File: src/rtl/can_clic_seq.sv
// Interrupt arbiter: bit-serial MSB-first wired-OR arbitration over enabled, pending entries above threshold.
// Latency: 1 snapshot edge + NR_PRIO_BITS+NR_INDEX_BITS arbitration edges from a sampled pending bit to irq_valid.
// Backpressure: a winner is held on irq_valid until irq_ready claims it, or until it stops qualifying.
module can_clic_seq #(
  parameter int NR_INDEX_BITS = 3,
  parameter int NR_PRIO_BITS  = 3
) (
  input  logic                        clk,
  input  logic                        rst_n,
  input  logic [2**NR_INDEX_BITS-1:0] set_pending,
  input  logic                        cfg_we,
  input  logic [NR_INDEX_BITS-1:0]    cfg_idx,
  input  logic                        cfg_en,
  input  logic [NR_PRIO_BITS-1:0]     cfg_prio,
  input  logic [NR_PRIO_BITS-1:0]     threshold,
  output logic                        irq_valid,
  output logic [NR_INDEX_BITS-1:0]    irq_index,
  output logic [NR_PRIO_BITS-1:0]     irq_prio,
  input  logic                        irq_ready,
  output logic                        busy
);

  localparam int N  = 2**NR_INDEX_BITS;
  localparam int KW = NR_PRIO_BITS + NR_INDEX_BITS;
  localparam int CW = (KW > 1) ? $clog2(KW) : 1;

  typedef enum logic [1:0] {IDLE, ARB, PRESENT} state_t;

  state_t                  state, state_nxt;
  logic [N-1:0]            en, pending;
  logic [NR_PRIO_BITS-1:0] prio      [N];
  logic [NR_PRIO_BITS-1:0] snap_prio [N];
  logic [N-1:0]            snap_mask, mask_nxt, contender, arb_bit, clr;
  logic [CW-1:0]           bit_cnt;
  logic                    or_value, withdraw;
  logic [NR_INDEX_BITS-1:0] win_idx;

  // Live contender set from the current enable/pending/priority registers.
  always_comb begin
    contender = '0;
    for (int i = 0; i < N; i++)
      contender[i] = en[i] & pending[i] & (prio[i] > threshold);
  end

  // Current arbitration bit per entry, survivor update and surviving index.
  always_comb begin
    logic [KW-1:0] key;
    key     = '0;
    arb_bit = '0;
    for (int i = 0; i < N; i++) begin
      key        = {snap_prio[i], NR_INDEX_BITS'(i)};
      arb_bit[i] = key[bit_cnt];
    end
    or_value = |(snap_mask & arb_bit);
    mask_nxt = or_value ? (snap_mask & arb_bit) : snap_mask;
    win_idx  = '0;
    for (int i = 0; i < N; i++)
      if (mask_nxt[i]) win_idx = NR_INDEX_BITS'(i);
  end

  // Presented winner stops qualifying when disabled or pushed to/below threshold.
  always_comb begin
    withdraw = ~en[irq_index] | (prio[irq_index] <= threshold);
    clr      = '0;
    if (state == PRESENT && irq_ready) clr[irq_index] = 1'b1;
  end

  // FSM next state and state-decoded outputs.
  always_comb begin
    state_nxt = state;
    irq_valid = 1'b0;
    busy      = 1'b0;
    case (state)
      IDLE:    if (|contender) state_nxt = ARB;
      ARB: begin
        busy = 1'b1;
        if (bit_cnt == '0) state_nxt = PRESENT;
      end
      PRESENT: begin
        irq_valid = 1'b1;
        if (irq_ready || withdraw) state_nxt = IDLE;
      end
      default: state_nxt = IDLE;
    endcase
  end

  // FSM state register.
  always_ff @(posedge clk or negedge rst_n) begin
    if (!rst_n) state <= IDLE;
    else        state <= state_nxt;
  end

  // Snapshot at round start, shrink survivors per bit, latch the winner on the last bit.
  always_ff @(posedge clk or negedge rst_n) begin
    if (!rst_n) begin
      snap_mask <= '0;
      bit_cnt   <= '0;
      irq_index <= '0;
      irq_prio  <= '0;
      for (int i = 0; i < N; i++) snap_prio[i] <= '0;
    end else if (state == IDLE && |contender) begin
      snap_mask <= contender;
      bit_cnt   <= CW'(KW - 1);
      for (int i = 0; i < N; i++) snap_prio[i] <= prio[i];
    end else if (state == ARB) begin
      snap_mask <= mask_nxt;
      bit_cnt   <= bit_cnt - CW'(1);
      if (bit_cnt == '0) begin
        irq_index <= win_idx;
        irq_prio  <= snap_prio[win_idx];
      end
    end
  end

  // Pending set/clear (set beats a same-edge claim) and configuration writes.
  always_ff @(posedge clk or negedge rst_n) begin
    if (!rst_n) begin
      en      <= '0;
      pending <= '0;
      for (int i = 0; i < N; i++) prio[i] <= '0;
    end else begin
      pending <= set_pending | (pending & ~clr);
      if (cfg_we) begin
        en[cfg_idx]   <= cfg_en;
        prio[cfg_idx] <= cfg_prio;
      end
    end
  end

  // Index bits are unique, so the last arbitration bit must leave a single survivor.
  always_ff @(posedge clk) begin
    if (rst_n && state == ARB && bit_cnt == '0)
      assert ($onehot(mask_nxt));
  end

endmodule
File: config.mk
export PLATFORM = sky130hd
export DESIGN_NAME = can_clic_seq
export DESIGN_NICKNAME = d
export VERILOG_FILES = /design/src/rtl/can_clic_seq.sv
export SDC_FILE = /design/constraint.sdc
export NUM_CORES = 1
export LEC_CHECK = 0
export ABC_AREA = 1
export BUFFER_PORTS_ARGS = -buffer_cell sky130_fd_sc_hd__buf_4
export CAP_MARGIN = 5
export CELL_PAD_IN_SITES_DETAIL_PLACEMENT = 1
export CELL_PAD_IN_SITES_GLOBAL_PLACEMENT = 1
export CORE_MARGIN = 2
export CORE_UTILIZATION = 41
export CTS_BUF_LIST = sky130_fd_sc_hd__clkbuf_8
export CTS_CLUSTER_DIAMETER = 120
export DETAILED_ROUTE_END_ITERATION = 10
export PLACE_DENSITY_LB_ADDON = 0.25
export SYNTH_ARGS = -nofsm -noshare
export SYNTH_HDL_FRONTEND = slang
export SYNTH_SLANG_ARGS = --single-unit
File: constraint.sdc
create_clock -name clk -period 2.43 [get_ports clk]
set_input_delay 0.486 -clock clk [delete_from_list [all_inputs] [get_ports clk]]
set_output_delay 0.486 -clock clk [all_outputs]
set_load 0.05 [all_outputs]
==> out/results.md <==
| Group | Metric | Reported |
|:---|:---|:---|
| floorplanning | Starting Density | 41.8% |
| sta | Hold violation total from the final report | 0 |
| run status | Result of the run | finished with violations |
| pwr | LEAKAGE | 3.32 nW |
| floorplanning | Floorplan die area | 0.0125 mm2 |
| setup path | Startpoint of the most critical register-to-register path | irq_index[2]$_DFFE_PN0P_ |
| routing | WL met1 | 8530 um |
| setup path | Data required time of the critical path | 2.72 ns |
| run status | Failing checks | setup timing |
| floorplanning | Num rows | 39 |
| sta | Unrepaired setup endpoints after global routing | yes |
| sta | Setup violation total in the final timing report | 39 |
| setup path | Cell mode on critical path | sky130_fd_sc_hd__o221ai_1 |
| pwr | Total power per unit cell area | 1400 mW/mm2 |
| pwr | Worst voltage drop across the vdd grid | 0.00103 V |
| global route | Vias in the first global route | 5174 |
| pwr | Switching power | 4.89 mW |
| synthesis | Netlist Area Pre-Place | 0.00475 mm2 |
| synthesis | Top-area cell type share of the netlist area | 43.8% |
| placed design | Global placement routability congestion | 1.03 |
| pwr | Clock network power share | 11.3% |
| sta | Worst clock skew | 0.0190 ns |
| setup path | CP Buf/Inv Count | 3 |
| setup path | Startpoint type of the worst setup path | flip-flop |
| global route | Grt total ovfl | 0 |
| routing | First-pass iteration count of the detailed router | 5 |
| cells and area | Commonest cells after routing, fill and taps aside | 141 x sky130_fd_sc_hd__nand2_1, 128 x sky130_fd_sc_hd__buf_4, 76 x sky130_fd_sc_hd__dfrtp_1, 62 x sky130_fd_sc_hd__inv_1, 61 x sky130_fd_sc_hd__o21ai_0 |
| cells and area | Post-Route Utilization | 62.4% |
| sta | Max-slew violation count | 0 |
| synthesis | Main combinational cell family by area after synthesis | simple AND/OR/NAND/NOR gates |
| setup path | Crit end category | flip-flop |
| cts | Number of buffers created by CTS | 9 |
| routing | Drt initial violations | 375 |
| routing | Total wire length | 22400 um |
| floorplanning | Die boundary width | 112 um |
| setup path | Critical path class | flip-flop to flip-flop |
| synthesis | Number of warning messages in the yosys log | 0 |
| placed design | Detailed placement HPWL | 13600 um |
| pwr | Internal cell power | 5.00 mW |
| sta | Final worst setup slack | -0.298 ns |
| setup path | Worst reg2reg path endpoint | state[1]$_DFFE_PN0P_ |
| setup path | Crit. Startpoint | irq_index[2]$_DFFE_PN0P_ |
| floorplanning | IO Pins | 30 |
| cells and area | Post-route cell area | 0.00709 mm2 |
| setup path | Worst r2r path cells | 14 |
| cells and area | Post-layout net count | 811 |
| synthesis | Basic-gate share of the synthesized area counting and, or, nand and nor cells | 26.3% |
| routing | Max layer used | met4 |
| routing | Routed via count divided by cell count | 5.93 |
| sta | Least-Margin Pin Slew | 0.677 ns |
| global route | Aggregate global-route resource usage | 28.5% |
| cts | Number of clock sinks seen by CTS | 83 |
| synthesis | Number of nets produced by synthesis | 659 |
| setup path | R2R setup slack | -0.30 ns |
| sta | Final Cycle Share | 112% |
| synthesis | Most area-hungry cell type in the Yosys netlist | sky130_fd_sc_hd__dfrtp_1 |
| cts | Clock latency on the worst-skew pair | 0.39 ns |
| pwr | Share of total power consumed by net switching | 49.4% |
| placed design | Placement-stage cell area | 0.00570 mm2 |
| global route | First-pass GRT wire length | 27300 um |
| routing | Wire length on met3 | 1020 um |
| synthesis | Syn_area_per_cell | 7.81 um2 |
| cells and area | Area added between synthesis and finish | 49.3% |
| synthesis | Arithmetic-cell share of the synthesized area counting full adders, half adders and majority gates | 7.64% |
| setup path | Maximum single-stage delay on the critical path | 0.44 ns |
| synthesis | Distinct cells, synth | 35 |
| min path | Worst Hold Class | input pin to asynchronous set/reset pin |
| setup path | Worst-path cell chain | inv_2, buf_4, nor3_4, nand2_1, o221ai_1, a211oi_1, o221ai_1, inv_1, ha_4, nand3_2, nand3b_1, nor4_2, o221ai_1, o31ai_1 |
| synthesis | Synthesized flop and latch total | 83 |
| synthesis | Fraction of the mapped netlist area in compound gates | 14.4% |
| synthesis | Count of mapped cells out of synthesis | 608 |
| setup path | Arrival time of data at the critical path endpoint | 3.02 ns |
| sta | Setup Total Neg Slack | -3.97 ns |
| sta | Tmin final | 2.73 ns |
| pwr | Portion of total power attributed to combinational logic | 65.6% |
| synthesis | Seq/Total Area, Yosys | 43.8% |
| sta | Headroom to the max-slew limit | 54.8% |
| cts | Clock input transition at the sequential cells of the worst setup and hold paths | 0.10 ns |
| setup path | Slowest stage cell, crit path | sky130_fd_sc_hd__dfrtp_2 |
| routing | Post-DRT Antenna Nets | 0 |
| setup path | Dominant delay contributor by cell family on the critical path | simple AND/OR/NAND/NOR gates |
| global route | Largest net degree at the start of global routing | 48 |
| cts | Clock root cell | sky130_fd_sc_hd__clkbuf_8 |
| cells and area | Fraction of layout cells with a size suffix above 1 | 41.0% |
| synthesis | Post-Synth XOR/XNOR Area | 0.185% |
| setup path | Crit Path Max Fanout | 4 |
| floorplanning | Core outline area | 0.0114 mm2 |
| global route | Number of antenna violations at the first check in global routing | 0 |
| synthesis | Cells taking the most area after synthesis | sky130_fd_sc_hd__dfrtp_1 44%, sky130_fd_sc_hd__nand2_1 14%, sky130_fd_sc_hd__ha_1 7.6%, sky130_fd_sc_hd__o21ai_0 7.3%, sky130_fd_sc_hd__nand3_1 6.2% |
| synthesis | Proportion of synthesized area in mux cells | 0% |
| run | Number of max-cap violations | 0 |
| setup path | Path length in cells of the critical path | 14 |
| routing | Detailed route wirelength on metal2 | 11400 um |
| cells and area | Most common library cell in the layout ignoring fill and taps | sky130_fd_sc_hd__nand2_1 |
| cts | Max clock buf depth | 2 |
| routing | Remaining DRCs | 0 |
| placed design | Count of input and output buffers | 29 |
| setup path | Worst Setup EP | state[1]$_DFFE_PN0P_ |
| routing | Via count of the routed design | 5387 |
| sta | Maximum clock frequency | 367 MHz |
| cts | CTS tree | built |
| pwr | Sequential share of power | 23.1% |
| floorplanning | Vertical extent of the die | 112 um |
| cts | Number of H-tree branching levels | 3 |
| routing | Average wire per standard cell | 24.7 um |
==> routing by layer <==
layer	GRT usage (%)	vias to the layer above
li1	-	2343
met1	34.0	2716
met2	49.7	234
met3	4.25	94
met4	15.6	0
met5	0	-
==> layout make-up <==
class,instances,area [um2]
fill,1313,4280
multi-input combinational,437,2990
sequential,83,2090
timing repair buffer,152,1310
inverter,77,313
tap,143,179
clock buffer,11,151
clock inverter,5,60.1
antenna,1,2.50
==> repair_timing <==
| item | 4_1_cts | 5_1_grt |
|---|---|---|
| setup endpoints to repair | 5 | 36 |
| pin swaps | 5 | 71 |
| gates cloned | 0 | 4 |
| resized for setup | 13 | 162 |
| setup buffers | 5 | 39 |
| hold buffers | 0 | 0 |
==> sequential cells by signal, summed over array words and instances (netlist names) <==
signal / flops
bit_cnt: 3
irq_index: 3
pending: 8
prio: 24
irq_prio: 3
en: 8
state: 2
snap_mask: 8
snap_prio: 24
==> power by group through the flow <==
stage | logic (mW) | registers (mW) | clock network, mW
2_1_floorplan | 2.52 | 2.18 | 0
3_3_place_gp | 4.13 | 2.17 | 0
3_5_place_dp | 4.32 | 2.19 | 0
4_1_cts | 4.57 | 2.18 | 1.10
5_1_grt | 6.91 | 2.32 | 1.17
6_report | 6.48 | 2.29 | 1.12
==> cell usage after synthesis <==
master and number:
sky130_fd_sc_hd__nor3b_1 1, sky130_fd_sc_hd__dfrtp_1 83, sky130_fd_sc_hd__a21boi_0 1, sky130_fd_sc_hd__nor4_1 1, sky130_fd_sc_hd__nor3_1 8, sky130_fd_sc_hd__o22ai_1 5
sky130_fd_sc_hd__nand2_4 2, sky130_fd_sc_hd__clkbuf_1 5, sky130_fd_sc_hd__nor2_2 1, sky130_fd_sc_hd__o21ai_0 69, sky130_fd_sc_hd__inv_2 5, sky130_fd_sc_hd__buf_4 3
sky130_fd_sc_hd__o21ai_1 5, sky130_fd_sc_hd__o211ai_1 1, sky130_fd_sc_hd__o2111ai_1 2, sky130_fd_sc_hd__o21ai_2 1, sky130_fd_sc_hd__buf_6 3, sky130_fd_sc_hd__a311oi_1 3
sky130_fd_sc_hd__a22oi_1 3, sky130_fd_sc_hd__buf_2 1, sky130_fd_sc_hd__nand2_1 171, sky130_fd_sc_hd__ha_1 29, sky130_fd_sc_hd__nor2_4 2, sky130_fd_sc_hd__a211oi_1 6
sky130_fd_sc_hd__o31ai_1 1, sky130_fd_sc_hd__nor2_1 28, sky130_fd_sc_hd__nand2_2 5, sky130_fd_sc_hd__a21oi_1 12, sky130_fd_sc_hd__a221oi_1 1, sky130_fd_sc_hd__xor2_1 1
sky130_fd_sc_hd__nand3b_1 4, sky130_fd_sc_hd__inv_1 72, sky130_fd_sc_hd__nand4_1 6, sky130_fd_sc_hd__nand3_1 59, sky130_fd_sc_hd__o221ai_1 8
==> through the flow <==
step                total power [mW]  setup slack, ns  hold slack [ns]  instances
floorplan                       4.71           0.0351            0.190        608
global placement                6.30           -0.234            0.470        844
detailed placement              6.51           -0.285            0.474        844
CTS                             7.84          -0.0205            0.154        865
global route                    10.4           -0.373            0.153        908
finish                          9.89           -0.298            0.110        909
==> worst register-to-register path, delay by kind of cell (launching register included) <==
family / cells / cell delay [ns]
AO/OA/AOI/OAI: 5 / 0.72
AND/OR/NAND/NOR: 5 / 0.92
adder cells (fa/ha/maj): 1 / 0.22
buffers and inverters: 3 / 0.34
flip-flops: 1 / 0.44
==> cells by family after synthesis <==
group | count (synthesis)
AND/OR/NAND/NOR | 288
AO/OA/AOI/OAI | 118
buffers and inverters | 89
flip-flops | 83
adder cells (fa/ha/maj) | 29
XOR/XNOR | 1
==> worst min path at each step <==
stage	end	start	cells after the start
CTS	bit_cnt[2]$_DFFE_PN0P_	rst_n	1
global route	snap_prio[5]$_DFFE_PN0P_	rst_n	1
global placement	prio[6]$_DFFE_PN0P_	prio[6]$_DFFE_PN0P_	2
detailed placement	prio[18]$_DFFE_PN0P_	prio[18]$_DFFE_PN0P_	2
floorplan	bit_cnt[0]$_DFFE_PN0P_	rst_n	0
finish	snap_prio[5]$_DFFE_PN0P_	rst_n	1
No activity file was read; power rests on OpenSTA's default activity.
